**config.mk**
```make
export PLATFORM = sky130hd
export DESIGN_NAME = serial_add
export DESIGN_NICKNAME = d
export VERILOG_FILES = /design/src/rtl/serial_add.sv
export SDC_FILE = /design/constraint.sdc
export NUM_CORES = 1
export LEC_CHECK = 0
export BUFFER_PORTS_ARGS = -buffer_cell sky130_fd_sc_hd__clkbuf_2
export CAP_MARGIN = 5
export CORE_MARGIN = 5
export CORE_UTILIZATION = 54
export DETAILED_ROUTE_END_ITERATION = 10
export MAX_ROUTING_LAYER = met4
export PLACE_DENSITY = 0.78
export SYNTH_ARGS = -nofsm -noshare
export SYNTH_HDL_FRONTEND = slang
export SYNTH_SLANG_ARGS = --single-unit
```
**constraint.sdc**
```tcl
create_clock -name clk -period 1.72 [get_ports clk]
set_input_delay 0.172 -clock clk [delete_from_list [all_inputs] [get_ports clk]]
set_output_delay 0.172 -clock clk [all_outputs]
set_load 0.01 [all_outputs]
```
**src/rtl/serial_add.sv**
```systemverilog
// Bit-serial adder: one full-adder step per clock, LSB first.
// Optional carry-in port enabled by defining SERIAL_ADD_CIN_EN.
module serial_add #(
  parameter int WIDTH = 8
) (
  input  logic             clk,
  input  logic             rst_n,
  input  logic             start,
  input  logic [WIDTH-1:0] a,
  input  logic [WIDTH-1:0] b,
`ifdef SERIAL_ADD_CIN_EN
  input  logic             cin,
`endif
  output logic             busy,
  output logic             done,
  output logic [WIDTH-1:0] sum,
  output logic             cout
);

  localparam int CW = (WIDTH > 1) ? $clog2(WIDTH) : 1;
  localparam logic [CW-1:0] LAST = CW'(WIDTH - 1);

  typedef enum logic {
    IDLE,
    RUN
  } state_e;

  state_e           state_q, state_d;
  logic [WIDTH-1:0] a_q, a_d;
  logic [WIDTH-1:0] b_q, b_d;
  logic [WIDTH-1:0] acc_q, acc_d;
  logic [WIDTH-1:0] sum_q, sum_d;
  logic [CW-1:0]    cnt_q, cnt_d;
  logic             c_q, c_d;
  logic             cout_q, cout_d;
  logic             done_q, done_d;

  logic             c_init;
  logic             s_bit;
  logic             c_nxt;

`ifdef SERIAL_ADD_CIN_EN
  assign c_init = cin;
`else
  assign c_init = 1'b0;
`endif

  assign s_bit = a_q[0] ^ b_q[0] ^ c_q;
  assign c_nxt = (a_q[0] & b_q[0]) |
                 (a_q[0] & c_q) |
                 (b_q[0] & c_q);

  always_comb begin
    state_d = state_q;
    a_d     = a_q;
    b_d     = b_q;
    acc_d   = acc_q;
    sum_d   = sum_q;
    cnt_d   = cnt_q;
    c_d     = c_q;
    cout_d  = cout_q;
    done_d  = 1'b0;
    unique case (state_q)
      IDLE: begin
        if (start) begin
          a_d     = a;
          b_d     = b;
          acc_d   = '0;
          c_d     = c_init;
          cnt_d   = '0;
          state_d = RUN;
        end
      end
      RUN: begin
        a_d   = a_q >> 1;
        b_d   = b_q >> 1;
        acc_d = {s_bit, acc_q[WIDTH-1:1]};
        c_d   = c_nxt;
        // Counter holds at the last bit so it never wraps.
        if (cnt_q == LAST) begin
          state_d = IDLE;
          sum_d   = {s_bit, acc_q[WIDTH-1:1]};
          cout_d  = c_nxt;
          done_d  = 1'b1;
        end else begin
          cnt_d = cnt_q + CW'(1);
        end
      end
      default: state_d = IDLE;
    endcase
  end

  always_ff @(posedge clk or negedge rst_n) begin
    if (!rst_n) begin
      state_q <= IDLE;
      a_q     <= '0;
      b_q     <= '0;
      acc_q   <= '0;
      sum_q   <= '0;
      cnt_q   <= '0;
      c_q     <= 1'b0;
      cout_q  <= 1'b0;
      done_q  <= 1'b0;
    end else begin
      state_q <= state_d;
      a_q     <= a_d;
      b_q     <= b_d;
      acc_q   <= acc_d;
      sum_q   <= sum_d;
      cnt_q   <= cnt_d;
      c_q     <= c_d;
      cout_q  <= cout_d;
      done_q  <= done_d;
    end
  end

  assign busy = (state_q == RUN);
  assign done = done_q;
  assign sum  = sum_q;
  assign cout = cout_q;

endmodule

```
; Word-level counts from Yosys, hierarchy flattened
; Index checks and enable logic that the tools add are counted.
; W data, S select, Z words.
[totals]
reg_bits = 39
word_cells = 39
out_inout_bits = 11
inputBits = 19
[op_classes]
n_bitwise = 8
n_eq_ne = 3
n_addsub = 1
n_mux = 16
n_reduce_logical = 2
[ops]
columns = operator, count
row1 = $pmux W8 S2, 3
row2 = $mux W8, 3
row3 = $mux W3, 2
row4 = $pmux W3 S2, 1
row5 = $mux W1, 5
row6 = $ne A2 B2 Y1 const B, 2
row7 = $pmux W1 S2, 2
row8 = $reduce_and A2 Y1, 2
row9 = $add A3 B1 Y3 const B, 1
row10 = $and A1 B1 Y1, 3
row11 = $eq A3 B3 Y1 const B, 1
row12 = $or A1 B1 Y1, 2
row13 = $xor A1 B1 Y1, 2
row14 = $not A1 Y1, 1

; Longest topological paths before layout
[depth]
depth_word = 4
mapped_depth = 5
mapped_depth_nobuf = 4

; Worst setup path after synthesis
; No wires, ideal clock.
[synth_path]
kind = register -> register
start = reg cnt_q[0]
end = reg cnt_q[1]
setup_time_ns = 0.121
arrival_time_ns = 1.340
slack_ns = 0.259
stages_incl_launch_ff = 6
required_ns = 1.599
n_path_buf = 1
path_cell_list = dfrtp_1 > ha_1 > ha_1 > buf_6 > mux2_4 > a22o_1
[synth_between]
elab_chain_len = 3
word_cells_on_any_way = 6
[synth_rtl]
columns = element, line_no
row1 = from (decl), 33  ; logic [CW-1:0] cnt_q, cnt_d;
row2 = from (signal assigned), 110  ; cnt_q <= cnt_d;
row3 = $add A3 B1 Y3 / $eq A3 B3 Y1 (equally long branches), "86, 80"
row4 = $mux W3 / $ne A2 B2 Y1 (equally long branches), -
row5 = $pmux W3 S2 / $reduce_and A2 Y1 (equally long branches), -
; Parallel ways exist; a longest one is shown, timed or not. The select of a mux whose other input is x is not followed.
; A chain may end at the register's enable or synchronous reset.

; Final worst setup path
; Same ends and word-level chain as after synthesis.

==> summary.txt <==
Timing
  – RSZ-0062 raised after global routing: false
  – Pins Over Slew Limit: 0
  – Fin crit share: 0.929
  – Slew headroom: 0.687
  – Worst-Margin Slew: 469 ps
  – Setup TNS: 0 ps
  – Max frequency: 626 MHz
  – Setup Viol. Count Final: 0
  – Fin. Hold Viols: 0
  – Final setup skew: 17.3 ps
  – Crit path time final: 1600 ps
  – Worst hold margin: 61.2 ps

Place
  – DP HPWL: 2.13 mm
  – Port bufs: 29
  – Final Wtd Congestion: 0.728

Clock tree
  – CTS max path bufs: 2
  – Cts bufs inserted: 5
  – Hold_buf cts: 1
  – Clock-pin slew on the worst setup and hold paths: 120 ps
  – Htree depth: 2
  – PostCTS Resize Cnt: 0
  – Root buffer cell: clkbuf_4
  – TritonCTS clock tree: yes
  – Clock Latency Late Sink: 360 ps
  – Sink Count: 38
  – Setup Fix Bufs, Post-CTS: 0

Detailed routing
  – DRT Wirelength: 2.94 mm
  – # DRC: 0
  – 1st-iter DRT viols: 42
  – DRT Pass-1 Iters: 2
  – Routed vias/inst: 5.22
  – Vias post-DR: 1071
  – Post-DRT Antenna Nets: 0
  – DR WL/cell: 14.3 µm

Global routing
  – Vias in the first global route: 1122
  – M1 GR Usage: 0.192
  – GRT busiest layer: met2
  – Grt ovf: 0
  – Met3 usage: 0.0510
  – Initial antenna violation count: 0
  – Pin count of the biggest net entering global routing: 39
  – M2 GR Usage: 0.262
  – Total GRT Usage: 0.163
  – First-pass GRT wire length: 5.10 mm

Outcome
  – Status: finished clean

Worst setup path
  – Setup Crit Path Kind: reg -> reg
  – Crit. End Element: flop
  – Buf/Inv on CP: 0
  – CP Launch Type: flop
  – Cell mode on critical path: ha_1
  – Maximum net fanout on the critical path: 5
  – Required time of the critical path: 1970 ps
  – Delay-heaviest family, CP: adder cells
  – Critical Path AT: 1850 ps
  – CP cell instances: ha_1 > ha_1 > mux2_4 > a22o_1
  – Max stage delay on crit path: 410 ps
  – Slowest-stage cell, CP: dfrtp_1

Floorplanning
  – Die area: 4330 µm²
  – Initial core utilization: 0.556
  – Chip height: 65.8 µm
  – Core Region: 3030 µm²
  – Die width: 65.8 µm
  – IO Pins: 30
  – Num rows: 20

Layout
  – Final Net Count: 182
  – Share of cells above drive strength 1: 0.348
  – N_diodes: 0
  – Layout filler cell count: 249
  – Syn-to-layout area delta: 15.4%

Logic synthesis
  – EDFF count, synth: 0
  – Synth top area share: 0.565
  – Ys async rst share: 1.00
  – Mapped cell area: 1680 µm²
  – Syn Nets: 147
  – Main synth FF type: dfrtp_1
  – Yosys top cell by area: dfrtp_1
  – Synth unique cells: 22
  – Sequential fraction of the synthesis area: 0.565
  – Synth area leaders: dfrtp_1 57%, mux2_4 9.8%, mux2i_1 9.5%
  – Number of synthesized register bits: 38
  – Cells after Synth: 125
  – Cell with the most instances after synthesis: dfrtp_1
  – Ys Warns: 0
  – Synthesized area per cell: 13.5 µm²
  – Commonest cells post-synth: 38 x dfrtp_1, 16 x mux2i_1, 15 x nand2_1, 11 x mux2_4

Power and ir drop
  – Worst VDD drop: 0.000850 V
  – Lkg Pwr: 1.02 nW
  – PD cells: 1680 nW/µm²

Worst hold path
  – Worst hold path class: in -> reg

Job
  – Max-Cap Viols: 0
==> power breakdown <==
part / leakage [nW] / switching [mW] / total, mW / internal [mW]
clock network: 0.0450 / 0.307 / 0.609 / 0.301
logic: 0.474 / 0.521 / 1.17 / 0.652
registers: 0.496 / 0.237 / 1.47 / 1.24
total: 1.02 / 1.07 / 3.26 / 2.19
==> area by class of cell <==
cell class,count,area [µm²],area share
well taps,44,55.1,0.0284
multi-input cells,78,654,0.337
clock buffers,5,37.5,0.0193
clock inverters,3,40.0,0.0206
repair buffers,36,200,0.103
flip-flops and latches,38,951,0.490
inverters,1,3.75,0.00193
==> metal layers <==
metal | wire length [µm] | part of all wire
met5 | 0 | 0
met4 | 48 | 0.016
met3 | 184 | 0.063
met2 | 1470 | 0.50
met1 | 1230 | 0.42
==> path summary, 6_finish.rpt <==
path,cells past startpoint,startpoint,to,slack (ps)
worst max-delay path,4,cnt_q[0],cnt_q[1],120
worst min-delay path,3,b[7],b_q[7],60
worst max register to register,4,cnt_q[0],cnt_q[1],120
worst min register to register,2,b_q[1],b_q[0],490
max in group asynchronous,3,rst_n,b_q[1],1000
min in group asynchronous,3,rst_n,acc_q[2],380
==> stage by stage <==
| stage | total power, mW | std cells | util | setup WS (ps) | cell area (µm²) |
|---|---|---|---|---|---|
| 3_5_place_dp | 2.69 | 196 | 0.612 | 141 | 1850 |
| 2_1_floorplan | 2.37 | 125 | - | 259 | 1680 |
| 5_1_grt | 3.48 | 205 | 0.641 | 52.6 | 1940 |
| 3_3_place_gp | 2.60 | 196 | 0.612 | 221 | 1850 |
| 4_1_cts | 3.31 | 205 | 0.641 | 115 | 1940 |
| 6_report | 3.26 | 205 | 0.641 | 122 | 1940 |
==> worst min-delay path, stage by stage <==
cell and delay [ps]:
clkbuf_2 80, mux2i_1 60, nor2_1 80
==> registers in the layout, indices dropped and copies added (netlist names) <==
register / flops
cout: 1
cnt_q: 3
sum: 8
c_q: 1
acc_q: 7
busy: 1
b_q: 8
done: 1
a_q: 8
==> cell families after synthesis <==
logic type	count (synthesis)	share of synthesized area
AOI/OAI and AO/OA	26	0.0989
xor gates and xnor gates	1	0.00521
adders and majority gates	3	0.0268
buffers and inverters	9	0.0461
DFF	38	0.565
muxes	27	0.193
and+or+nand+nor	21	0.0647
==> cells in the final DEF, fill, tap and decap left out, drive strengths merged <==
cell type	instances
o21ai	15
mux2	11
fa	1
a21o	1
nor3b	1
inv	1
clkbuf	34
dlygate4sd3	1
clkinv	2
buf	6
xnor2	1
a22o	9
nand2b	1
dfrtp	38
ha	2
a21oi	1
nand2	16
mux2i	16
bufinv	1
nor2	3
(Power assumes the default switching activity.)
